### config.mk
export PLATFORM = sky130hd
export DESIGN_NAME = tap_block_loader
export DESIGN_NICKNAME = d
export VERILOG_FILES = /design/src/rtl/tap_pkg.sv /design/src/rtl/tap_wr_fifo.sv /design/src/rtl/tap_block_loader.sv
export SDC_FILE = /design/constraint.sdc
export NUM_CORES = 1
export LEC_CHECK = 0
export CAP_MARGIN = 0
export CORE_ASPECT_RATIO = 1.75
export CORE_MARGIN = 2
export CORE_UTILIZATION = 54
export CTS_CLUSTER_DIAMETER = 200
export DETAILED_ROUTE_END_ITERATION = 8
export GPL_TIMING_DRIVEN = 0
export PLACE_DENSITY = 0.75
export SLEW_MARGIN = 15
export SYNTH_ARGS = -nofsm -noshare
export SYNTH_HDL_FRONTEND = slang
export SYNTH_HIERARCHICAL = 1
export SYNTH_SLANG_ARGS = --single-unit
### constraint.sdc
create_clock -name clk -period 8.15 [get_ports clk]
set_input_delay 2.445 -clock clk [delete_from_list [all_inputs] [get_ports clk]]
set_output_delay 2.445 -clock clk [all_outputs]
set_load 0.02 [all_outputs]
### src/rtl/tap_pkg.sv
// Shared types and constants for the Oric .TAP block loader.
package tap_pkg;

  typedef enum logic [2:0] {
    ST_IDLE,
    ST_SYNC,
    ST_HEADER,
    ST_NAME,
    ST_DATA,
    ST_DRAIN,
    ST_ERR
  } tap_state_e;

  localparam logic [7:0] TAP_SYNC_BYTE = 8'h16;
  localparam logic [7:0] TAP_MARK_BYTE = 8'h24;

  localparam int         HDR_LEN          = 9;
  localparam logic [3:0] HDR_IDX_TYPE     = 4'd2;
  localparam logic [3:0] HDR_IDX_AUTORUN  = 4'd3;
  localparam logic [3:0] HDR_IDX_END_HI   = 4'd4;
  localparam logic [3:0] HDR_IDX_END_LO   = 4'd5;
  localparam logic [3:0] HDR_IDX_START_HI = 4'd6;
  localparam logic [3:0] HDR_IDX_START_LO = 4'd7;
  localparam logic [3:0] HDR_IDX_LAST     = 4'(HDR_LEN - 1);

  typedef struct packed {
    logic [15:0] addr;
    logic [7:0]  data;
  } tap_wr_t;

  function automatic logic [7:0] sat_inc8(input logic [7:0] v);
    return (v == 8'hFF) ? v : v + 8'd1;
  endfunction

endpackage

### src/rtl/tap_wr_fifo.sv
// Synchronous write FIFO with flush; push and pop may coincide, including while full.
module tap_wr_fifo #(
  parameter int DEPTH = 4,
  parameter int WIDTH = 24
) (
  input  logic             clk,
  input  logic             rst_n,
  input  logic             flush,
  input  logic             push,
  input  logic [WIDTH-1:0] push_data,
  input  logic             pop,
  output logic [WIDTH-1:0] head,
  output logic             full,
  output logic             empty
);

  localparam int            AW       = (DEPTH > 1) ? $clog2(DEPTH) : 1;
  localparam logic [AW:0]   FULL_CNT = (AW + 1)'(DEPTH);

  logic [WIDTH-1:0] mem_q [DEPTH];
  logic [AW-1:0]    wr_ptr_q, wr_ptr_d;
  logic [AW-1:0]    rd_ptr_q, rd_ptr_d;
  logic [AW:0]      count_q, count_d;
  logic             push_ok, pop_ok;

  assign full    = (count_q == FULL_CNT);
  assign empty   = (count_q == '0);
  assign pop_ok  = pop & ~empty;
  assign push_ok = push & (~full | pop_ok) & ~flush;
  assign head    = mem_q[rd_ptr_q];

  always_comb begin
    // NOTE: every always_comb output gets a default first so no latch is inferred.
    wr_ptr_d = wr_ptr_q;
    rd_ptr_d = rd_ptr_q;
    count_d  = count_q;
    if (flush) begin
      wr_ptr_d = '0;
      rd_ptr_d = '0;
      count_d  = '0;
    end else begin
      if (push_ok) wr_ptr_d = wr_ptr_q + 1'b1;
      if (pop_ok)  rd_ptr_d = rd_ptr_q + 1'b1;
      unique case ({push_ok, pop_ok})
        2'b10:   count_d = count_q + 1'b1;
        2'b01:   count_d = count_q - 1'b1;
        default: ;
      endcase
    end
  end

  // NOTE: storage has no reset; only entries between the pointers are ever observed.
  always_ff @(posedge clk) begin
    if (push_ok) mem_q[wr_ptr_q] <= push_data;
  end

  // NOTE: sequential state uses non-blocking assignments only.
  always_ff @(posedge clk or negedge rst_n) begin
    if (!rst_n) begin
      wr_ptr_q <= '0;
      rd_ptr_q <= '0;
      count_q  <= '0;
    end else begin
      wr_ptr_q <= wr_ptr_d;
      rd_ptr_q <= rd_ptr_d;
      count_q  <= count_d;
    end
  end

endmodule

### src/rtl/tap_block_loader.sv
// Oric .TAP stream parser writing the program body to RAM through a small FIFO.
// Define TAP_MULTIBLOCK_EN to parse every block of a file instead of only the first.
module tap_block_loader
  import tap_pkg::*;
#(
  parameter int FIFO_DEPTH = 4,
  parameter int SYNC_MIN   = 3,
  parameter int NAME_MAX   = 16
) (
  input  logic        clk,
  input  logic        reset_n,
  input  logic        ioctl_download,
  input  logic        ioctl_wr,
  input  logic [24:0] ioctl_addr,
  input  logic [7:0]  ioctl_dout,
  output logic [15:0] ram_addr,
  output logic [7:0]  ram_dout,
  output logic        ram_wr,
  input  logic        ram_gnt,
  output logic [15:0] loadpoint,
  output logic        tape_basic,
  output logic        tape_autorun,
  output logic        tape_complete,
  output logic        tape_error,
  output logic        busy
);

  localparam int          NW         = $clog2(NAME_MAX + 1);
  localparam logic [7:0]  SYNC_MIN_B = 8'(SYNC_MIN);
  localparam logic [NW-1:0] NAME_MAX_C = NW'(NAME_MAX);

  tap_state_e    state_q, state_d;
  logic          dl_q;
  logic [7:0]    sync_cnt_q, sync_cnt_d;
  logic [3:0]    hdr_idx_q, hdr_idx_d;
  logic [NW-1:0] name_cnt_q, name_cnt_d;
  logic          hdr_basic_q, hdr_basic_d;
  logic          hdr_auto_q, hdr_auto_d;
  logic [15:0]   end_addr_q, end_addr_d;
  logic [15:0]   start_addr_q, start_addr_d;
  logic [15:0]   addr_ctr_q, addr_ctr_d;
  logic [16:0]   remain_q, remain_d;
  logic [15:0]   loadpoint_q, loadpoint_d;
  logic          tape_basic_q, tape_basic_d;
  logic          tape_autorun_q, tape_autorun_d;
  logic          tape_complete_q, tape_complete_d;
  logic          tape_error_q, tape_error_d;

  logic          dl_rise, dl_fall, parsing;
  logic          fifo_flush, fifo_push, fifo_pop, fifo_full, fifo_empty;
  tap_wr_t       fifo_head, fifo_in;
  logic          unused_addr;

  assign unused_addr = ^ioctl_addr;
  assign dl_rise     = ioctl_download & ~dl_q;
  assign dl_fall     = ~ioctl_download & dl_q;
  assign parsing     = (state_q == ST_SYNC) || (state_q == ST_HEADER) ||
                       (state_q == ST_NAME) || (state_q == ST_DATA);
  assign fifo_pop    = ram_wr & ram_gnt;
  assign fifo_in     = '{addr: addr_ctr_q, data: ioctl_dout};

  tap_wr_fifo #(
    .DEPTH (FIFO_DEPTH),
    .WIDTH ($bits(tap_wr_t))
  ) u_fifo (
    .clk       (clk),
    .rst_n     (reset_n),
    .flush     (fifo_flush),
    .push      (fifo_push),
    .push_data (fifo_in),
    .pop       (fifo_pop),
    .head      (fifo_head),
    .full      (fifo_full),
    .empty     (fifo_empty)
  );

  // Head storage is unreset, so the RAM bus is forced to zero whenever nothing is queued.
  assign ram_wr        = ~fifo_empty;
  assign ram_addr      = fifo_empty ? 16'h0000 : fifo_head.addr;
  assign ram_dout      = fifo_empty ? 8'h00 : fifo_head.data;
  assign loadpoint     = loadpoint_q;
  assign tape_basic    = tape_basic_q;
  assign tape_autorun  = tape_autorun_q;
  assign tape_complete = tape_complete_q;
  assign tape_error    = tape_error_q;
  assign busy          = (state_q != ST_IDLE) || ~fifo_empty;

  always_comb begin
    state_d         = state_q;
    sync_cnt_d      = sync_cnt_q;
    hdr_idx_d       = hdr_idx_q;
    name_cnt_d      = name_cnt_q;
    hdr_basic_d     = hdr_basic_q;
    hdr_auto_d      = hdr_auto_q;
    end_addr_d      = end_addr_q;
    start_addr_d    = start_addr_q;
    addr_ctr_d      = addr_ctr_q;
    remain_d        = remain_q;
    loadpoint_d     = loadpoint_q;
    tape_basic_d    = tape_basic_q;
    tape_autorun_d  = tape_autorun_q;
    tape_complete_d = 1'b0;
    tape_error_d    = tape_error_q;
    fifo_flush      = 1'b0;
    fifo_push       = 1'b0;

    if (dl_rise) begin
      fifo_flush     = 1'b1;
      tape_error_d   = 1'b0;
      tape_basic_d   = 1'b0;
      tape_autorun_d = 1'b0;
      sync_cnt_d     = '0;
      state_d        = ST_SYNC;
    end else if (dl_fall && parsing) begin
      // Trailing padding after a complete block is not a truncation.
      if (state_q == ST_SYNC && sync_cnt_q == '0) begin
        state_d = ST_IDLE;
      end else begin
        state_d      = ST_ERR;
        tape_error_d = 1'b1;
      end
    end else begin
      unique case (state_q)
        ST_SYNC: if (ioctl_wr) begin
          if (ioctl_dout == TAP_SYNC_BYTE) begin
            sync_cnt_d = sat_inc8(sync_cnt_q);
          end else if (ioctl_dout == TAP_MARK_BYTE && sync_cnt_q >= SYNC_MIN_B) begin
            sync_cnt_d = '0;
            hdr_idx_d  = '0;
            state_d    = ST_HEADER;
          end else begin
            sync_cnt_d = '0;
          end
        end
        ST_HEADER: if (ioctl_wr) begin
          unique case (hdr_idx_q)
            HDR_IDX_TYPE:     hdr_basic_d        = (ioctl_dout == 8'h00);
            HDR_IDX_AUTORUN:  hdr_auto_d         = (ioctl_dout != 8'h00);
            HDR_IDX_END_HI:   end_addr_d[15:8]   = ioctl_dout;
            HDR_IDX_END_LO:   end_addr_d[7:0]    = ioctl_dout;
            HDR_IDX_START_HI: start_addr_d[15:8] = ioctl_dout;
            HDR_IDX_START_LO: start_addr_d[7:0]  = ioctl_dout;
            default: ;
          endcase
          if (hdr_idx_q == HDR_IDX_LAST) begin
            if (end_addr_q < start_addr_q) begin
              state_d      = ST_ERR;
              tape_error_d = 1'b1;
            end else begin
              addr_ctr_d = start_addr_q;
              remain_d   = {1'b0, end_addr_q} - {1'b0, start_addr_q} + 17'd1;
              name_cnt_d = '0;
              state_d    = ST_NAME;
            end
          end else begin
            hdr_idx_d = hdr_idx_q + 4'd1;
          end
        end
        ST_NAME: if (ioctl_wr) begin
          if (ioctl_dout == 8'h00) begin
            state_d = ST_DATA;
          end else if (name_cnt_q == NAME_MAX_C) begin
            state_d      = ST_ERR;
            tape_error_d = 1'b1;
          end else begin
            name_cnt_d = name_cnt_q + 1'b1;
          end
        end
        ST_DATA: if (ioctl_wr) begin
          if (fifo_full && !fifo_pop) begin
            state_d      = ST_ERR;
            tape_error_d = 1'b1;
          end else begin
            fifo_push  = 1'b1;
            addr_ctr_d = addr_ctr_q + 16'd1;
            remain_d   = remain_q - 17'd1;
            if (remain_q == 17'd1) state_d = ST_DRAIN;
          end
        end
        ST_DRAIN: if (fifo_empty) begin
          loadpoint_d     = start_addr_q;
          tape_basic_d    = hdr_basic_q;
          tape_autorun_d  = hdr_auto_q;
          tape_complete_d = 1'b1;
`ifdef TAP_MULTIBLOCK_EN
          sync_cnt_d      = '0;
          state_d         = ioctl_download ? ST_SYNC : ST_IDLE;
`else
          state_d         = ST_IDLE;
`endif
        end
        default: ;
      endcase
    end
  end

  always_ff @(posedge clk or negedge reset_n) begin
    if (!reset_n) begin
      state_q         <= ST_IDLE;
      dl_q            <= 1'b0;
      sync_cnt_q      <= '0;
      hdr_idx_q       <= '0;
      name_cnt_q      <= '0;
      hdr_basic_q     <= 1'b0;
      hdr_auto_q      <= 1'b0;
      end_addr_q      <= '0;
      start_addr_q    <= '0;
      addr_ctr_q      <= '0;
      remain_q        <= '0;
      loadpoint_q     <= '0;
      tape_basic_q    <= 1'b0;
      tape_autorun_q  <= 1'b0;
      tape_complete_q <= 1'b0;
      tape_error_q    <= 1'b0;
    end else begin
      state_q         <= state_d;
      dl_q            <= ioctl_download;
      sync_cnt_q      <= sync_cnt_d;
      hdr_idx_q       <= hdr_idx_d;
      name_cnt_q      <= name_cnt_d;
      hdr_basic_q     <= hdr_basic_d;
      hdr_auto_q      <= hdr_auto_d;
      end_addr_q      <= end_addr_d;
      start_addr_q    <= start_addr_d;
      addr_ctr_q      <= addr_ctr_d;
      remain_q        <= remain_d;
      loadpoint_q     <= loadpoint_d;
      tape_basic_q    <= tape_basic_d;
      tape_autorun_q  <= tape_autorun_d;
      tape_complete_q <= tape_complete_d;
      tape_error_q    <= tape_error_d;
    end
  end

endmodule

; ---- Word-level counts from Yosys, hierarchy flattened
; Memory sizes are Yosys's and may differ from the RTL's.
; Cells that the tools add are included.
[classes]
mul = 0
n_eq_ne = 49
add_sub_neg = 11
reduce_logical = 40
mux = 88
order_cmp = 2
n_div = 0
shift = 0
n_bitwise = 14
[ops]
columns = operator, n
row1 = two-way mux 16 bit, 6
row2 = two-way mux 17 bit, 5
row3 = two-way mux 8 bit, 7
row4 = two-way mux 3 bit, 17
row5 = case mux 17 bit (2 select lines), 1
row6 = case mux 16 bit (2 select lines), 1
row7 = two-way mux 1 bit, 31
row8 = two-way mux 5 bit, 6
row9 = AND reduction 5 bit, 6
row10 = != test 2 bit (second input constant), 11
row11 = two-way mux 4 bit, 5
row12 = nonzero test 2 bit, 9
row13 = adder 17 x 1 -> 17 bit (second input constant), 1
row14 = equality test 17 x 1 -> 1 bit (second input constant), 1
row15 = subtractor 16 x 16 -> 17 bit, 1
row16 = subtractor 17 x 1 -> 17 bit (second input constant), 1
row17 = adder 16 x 1 -> 16 bit (second input constant), 1
row18 = equality test 4 x 3 -> 1 bit (second input constant), 4
row19 = logical NOT 8 bit, 2
row20 = less-than comparator 16 bit, 1
row21 = != test 4 x 2 -> 1 bit (second input constant), 4
row22 = != test 4 x 3 -> 1 bit (second input constant), 4
row23 = != test 4 bit (second input constant), 4
row24 = AND reduction 8 bit, 2
row25 = 43 further kinds, 73
[totals]
word_cells = 226
in_bits = 38
out_inout_bits = 46
rom_bits = 0
latch_bits = 0
ram_bits = 96
mem_count = 1
register_bits = 115
[mem_list]
columns = memory, words, width, rd, rd_ports_with_merged_regs, write_ports, line
row1 = u_fifo.mem_q, 4, 24, 1, 0, 1, tap_wr_fifo.sv:20  ; logic [WIDTH-1:0] mem_q [DEPTH];

; ---- Depth between registers and ports, before layout
[depth]
depth_word = 15
ltp_mapped = 13
ltp_nobuf = 13

; ---- By module
; The synthesis kept the hierarchy.
[by_module_without_submodules]
columns = module, area_per_inst_um2, seq_area_each_um2, instances, cells_per_inst
row1 = tap_block_loader, 7056.8, 2702.6, 1, 756
row2 = tap_wr_fifo, 4015.1, 3057.9, 1, 189

; ---- Worst setup path before layout
; OpenSTA, ideal clock, no wires.
[synth_timing]
path_kind = in2reg
startpoint = input port ioctl_download
endpoint = memory u_fifo.mem_q[0][0] (enable)
path_buffers = 1
setup_ns = 0.383
slack_ns = 3.510
arrival_time_ns = 4.258
stages = 8
t_required_ns = 7.767
cell_sequence = nand2b_1 > nand2_1 > and2b_1 > and2_1 > buf_2 > inv_1 > nor3_1 > and2_1
[synth_between]
elab_chain_len = 9
elab_cells_between_ends = 12
cone_classes = mux (5) / bitwise (6) / reduce/logical (1)
[synth_lines]
columns = item, line
row1 = start: declaration, tap_block_loader.sv:12  ; input logic ioctl_download,
row2 = inverter 1 bit, tap_block_loader.sv:56  ; assign dl_fall = ~ioctl_download & dl_q;
row3 = bitwise AND 1 bit, tap_block_loader.sv:56
row4 = logical AND 1 bit, tap_block_loader.sv:114  ; end else if (dl_fall && parsing) begin
row5 = two-way mux 1 bit, tap_block_loader.sv:114
row6 = two-way mux 1 bit (*), tap_block_loader.sv:107  ; if (dl_rise) begin
row7 = via fifo_push, tap_block_loader.sv:50  ; logic fifo_flush, fifo_push, fifo_pop, fifo_full, fifo_empty;
row8 = bitwise AND 1 bit (*) (2 in a row), tap_wr_fifo.sv:29  ; assign push_ok = push & (~full | pop_ok) & ~flush;
row9 = two-way mux 1 bit (*), tap_wr_fifo.sv:54  ; if (push_ok) mem_q[wr_ptr_q] <= push_data;
row10 = two-way mux 1 bit (implied by the code) (*), tap_wr_fifo.sv:54
row11 = end: declaration, tap_wr_fifo.sv:20
; The timed path passes the listed nets; every way through them passes the cells marked *.

; ---- Worst setup path in the final report
[layout_timing]
startpoint = register u_fifo.count_q[2]
endpoint = output port busy
[layout_between]
elab_chain_len = 3
[layout_lines]
columns = item, line
row1 = start: declaration, tap_wr_fifo.sv:23  ; logic [AW:0] count_q, count_d;
row2 = start signal: assignment, tap_wr_fifo.sv:66  ; count_q <= count_d;
row3 = logical NOT 3 bit, tap_wr_fifo.sv:27  ; assign empty = (count_q == '0);
row4 = via fifo_empty, tap_block_loader.sv:50
row5 = inverter 1 bit, tap_block_loader.sv:86  ; assign busy = (state_q != ST_IDLE) || ~fifo_empty;
row6 = logical OR 1 bit, tap_block_loader.sv:86
row7 = end: declaration, tap_block_loader.sv:25  ; output logic busy
; The timed path passes the listed nets, and every way through them passes these cells.

==> qor.txt <==
Run status = complete, no violations
CP Class = reg -> out
Total Nets Final = 1121
Setup ws final = 2.78 ns
Clock skew = 0.00671 ns
Via density = 6.12
Pre-CTS setup slack = 2.63 ns
Cts repair resizes = 0
Via count = 7864
Worst hold path class = reg -> reg
Initial antenna violation count = 0
Fmax = 0.186 GHz
Crit-path slowest cell = nor3_2
Synth warn = 6
CTS sink cnt = 211
Commonest register cell after synthesis = dfrtp_1
Drt drc = 0
CP Depth = 5
Wl on met1 = 9590 um
Gr ovfl total = 0
RSZ-0062 raised after global routing = no
Yosys cell types = 83
Clock slew at reported path FFs = 0.07 ns
WP data arrival = 2.92 ns
Setup TNS = 0 ns
DRT Wirelength = 26400 um
Final Setup Violations = 0
Htree depth = 1
CP Cell Sequence = buf_2 -> nor3_2 -> clkbuf_1 -> nand3_1 -> clkdlybuf4s50_1
Clk Latency, worst-skew pair = 0.49 ns
Sequential area share after synthesis = 52.0%
Maximum VDD drop = 163 uV
GP Congestion = 1.01
Core ar. = 20200 sq um
Layout cells sized above 1 = 15.1%
Top layer in use = met4
Chip height = 193 um
Met3 wire length = 1210 um
Worst path top cell family by delay = buffers and inverters
N_diodes = 0
Max Transition Viols Final = 0
Crit end category = output pin
Actual slew at the worst max-slew pin = 0.877 ns
Leakage = 0.00501 uW
Number of global-route vias before repair = 8151
Gr usage total = 24.6%
PwrDens = 234 nW/um^2
Maximum capacitance violations = 0
# IOs = 84
Initial DRC Count = 444
Longest Clk Path Bufs = 3
Met2 WL = 14600 um
WP buf/inv = 3
Crit start category = flip-flop
Port bufs = 58
Async SR Flop Fraction = 54.5%
Path depth of the worst reg2reg path = 11
Layout Utilization = 62.4%
Post CTS Setup Buffer Count = 0
Fill count = 1620
Pre-antenna DRT Iters = 5
Die width = 112 um
TritonCTS clock tree = done
Final HPWL DP = 19400 um
Synth Instances = 945
EDFF count, synth = 96
Critical Path Max Stage Delay = 0.67 ns
TritonCTS Buffers = 19
Layout Area Growth over Synthesis = 13.9%
Die area = 21700 sq um
Wire length per cell = 20.5 um
Synth Cell Area = 11100 sq um
Antenna-violating nets left = 0
Net Count, Synth = 1040
Hold path cells = 2
Yosys reg bits = 211
CP Data Required Time = 5.71 ns
Pin count of the biggest net entering global routing = 63
Endpoints failing hold = 0
Initial Util = 54.8%
Worst slew margin = 41.3%
CTS Root Cell = clkbuf_16
First-pass GRT wire length = 42600 um
Cts hold-fix bufs = 0
Min Clock Period, post-route = 5.37 ns
Num rows = 69
Syn avg cell area = 11.7 sq um
Final Cycle Share = 65.9%
CP Max Fanout = 10
-- final cells by class --
type | instances | area [sq um] | area share, %
repair buffers | 60 | 624 | 4.95
clock inverters | 11 | 106 | 0.844
clock buffers | 22 | 487 | 3.86
plain buffers | 38 | 193 | 1.53
flip-flops and latches | 211 | 5760 | 45.7
multi-input cells | 644 | 4930 | 39.1
inverters | 52 | 195 | 1.55
well taps | 248 | 310 | 2.46
-- worst register-to-register path: stages, from the launching register on --
cell     delay, ns
dfrtp_1       0.37
buf_2         0.18
nor3_2        0.67
inv_1         0.22
nand2_1       0.17
inv_1         0.05
buf_2         0.17
o31ai_1       0.13
a21oi_1       0.12
fa_1          0.48
or4_1         0.53
a31oi_1       0.17
-- sequential cells by signal (all words and copies together), names as in the netlist, 4 cells and up --
register	cells
name_cnt_q	5
end_addr_q	16
sync_cnt_q	8
hdr_idx_q	4
addr_ctr_q	16
remain_q	17
u_fifo/mem_q	96
loadpoint	16
start_addr_q	16
-- routing by layer --
layer  GRT usage, %  up-vias
met2           46.4      277
met5              0        -
met4           9.98        0
met1           28.0     3859
met3           2.63       67
li1               -     3661
-- layout by cell type (no fill, tap or decap), drive strengths merged, types with 29 or more instances in the layout --
cell           instances
edfxtp                96
inv                   56
a21oi                 53
o21ai                 73
dfrtp                115
nand3                 40
mux2                  52
clkbuf                40
nor2b                 29
nand2                 44
clkdlybuf4s50         57
ha                    48
nor2                  69
-- metrics by stage --
step	area [sq um]	cells	power, uW	hold slack [ns]
finish	12600	1286	2950	0.494
detailed placement	12000	1253	2080	0.487
global placement	12000	1251	2060	0.479
global route	12600	1286	3080	0.534
CTS	12600	1286	2950	0.503
floorplan	11100	945	1830	0.459
-- kinds of logic (layout without fill, tap and decap cells) --
kind of cell               Yosys count  after routing  share of synthesized area (%)
adders and majority gates           57             57                           7.05
muxes                               79             79                           10.5
and+or+nand+nor                    276            276                           13.3
AOI/OAI and AO/OA                  219            219                           12.7
DFF                                211            211                           52.0
xor gates and xnor gates            13             13                           1.03
buffers and inverters               90            183                           3.50
-- power breakdown --
part / internal (uW) / leakage [uW] / switching [uW] / total (uW)
logic: 265 / 0.00231 / 418 / 683
clock network: 471 / 0.000284 / 403 / 874
registers: 1250 / 0.00242 / 139 / 1390
-- synth_stat cells, types with 7 or more instances --
library cell | instances | share of area (%)
a22oi_1 | 8 | 0.54
a21o_1 | 11 | 0.75
mux2_2 | 50 | 5.1
clkbuf_1 | 17 | 0.58
mux4_2 | 24 | 4.9
nand2b_1 | 10 | 0.57
inv_1 | 52 | 1.8
or3_1 | 8 | 0.45
nor2_1 | 66 | 2.2
fa_1 | 9 | 1.6
and2_1 | 10 | 0.57
nand4_1 | 7 | 0.40
buf_2 | 14 | 0.63
and3_1 | 8 | 0.45
nor2b_1 | 29 | 1.6
xnor2_1 | 7 | 0.55
a21oi_1 | 53 | 2.4
nand2_1 | 44 | 1.5
o21ai_0 | 69 | 3.1
o31ai_1 | 7 | 0.47
nand3_1 | 36 | 1.6
nor3_1 | 18 | 0.81
dfrtp_1 | 115 | 26
edfxtp_1 | 96 | 26
a31oi_1 | 11 | 0.62
ha_1 | 48 | 5.4
-- worst paths after layout --
kind,from,to,slack (ns)
max,u_fifo/count_q[2],busy,2.78
min,tape_error,tape_error,0.49
max reg2reg,u_fifo/count_q[2],u_fifo/count_q[2],4.81
min reg2reg,tape_error,tape_error,0.49
max in group asynchronous,reset_n,u_fifo/wr_ptr_q[0],5.54
min in group asynchronous,reset_n,start_addr_q[2],1.90
Note: power is estimated with default switching activity, not from simulation.
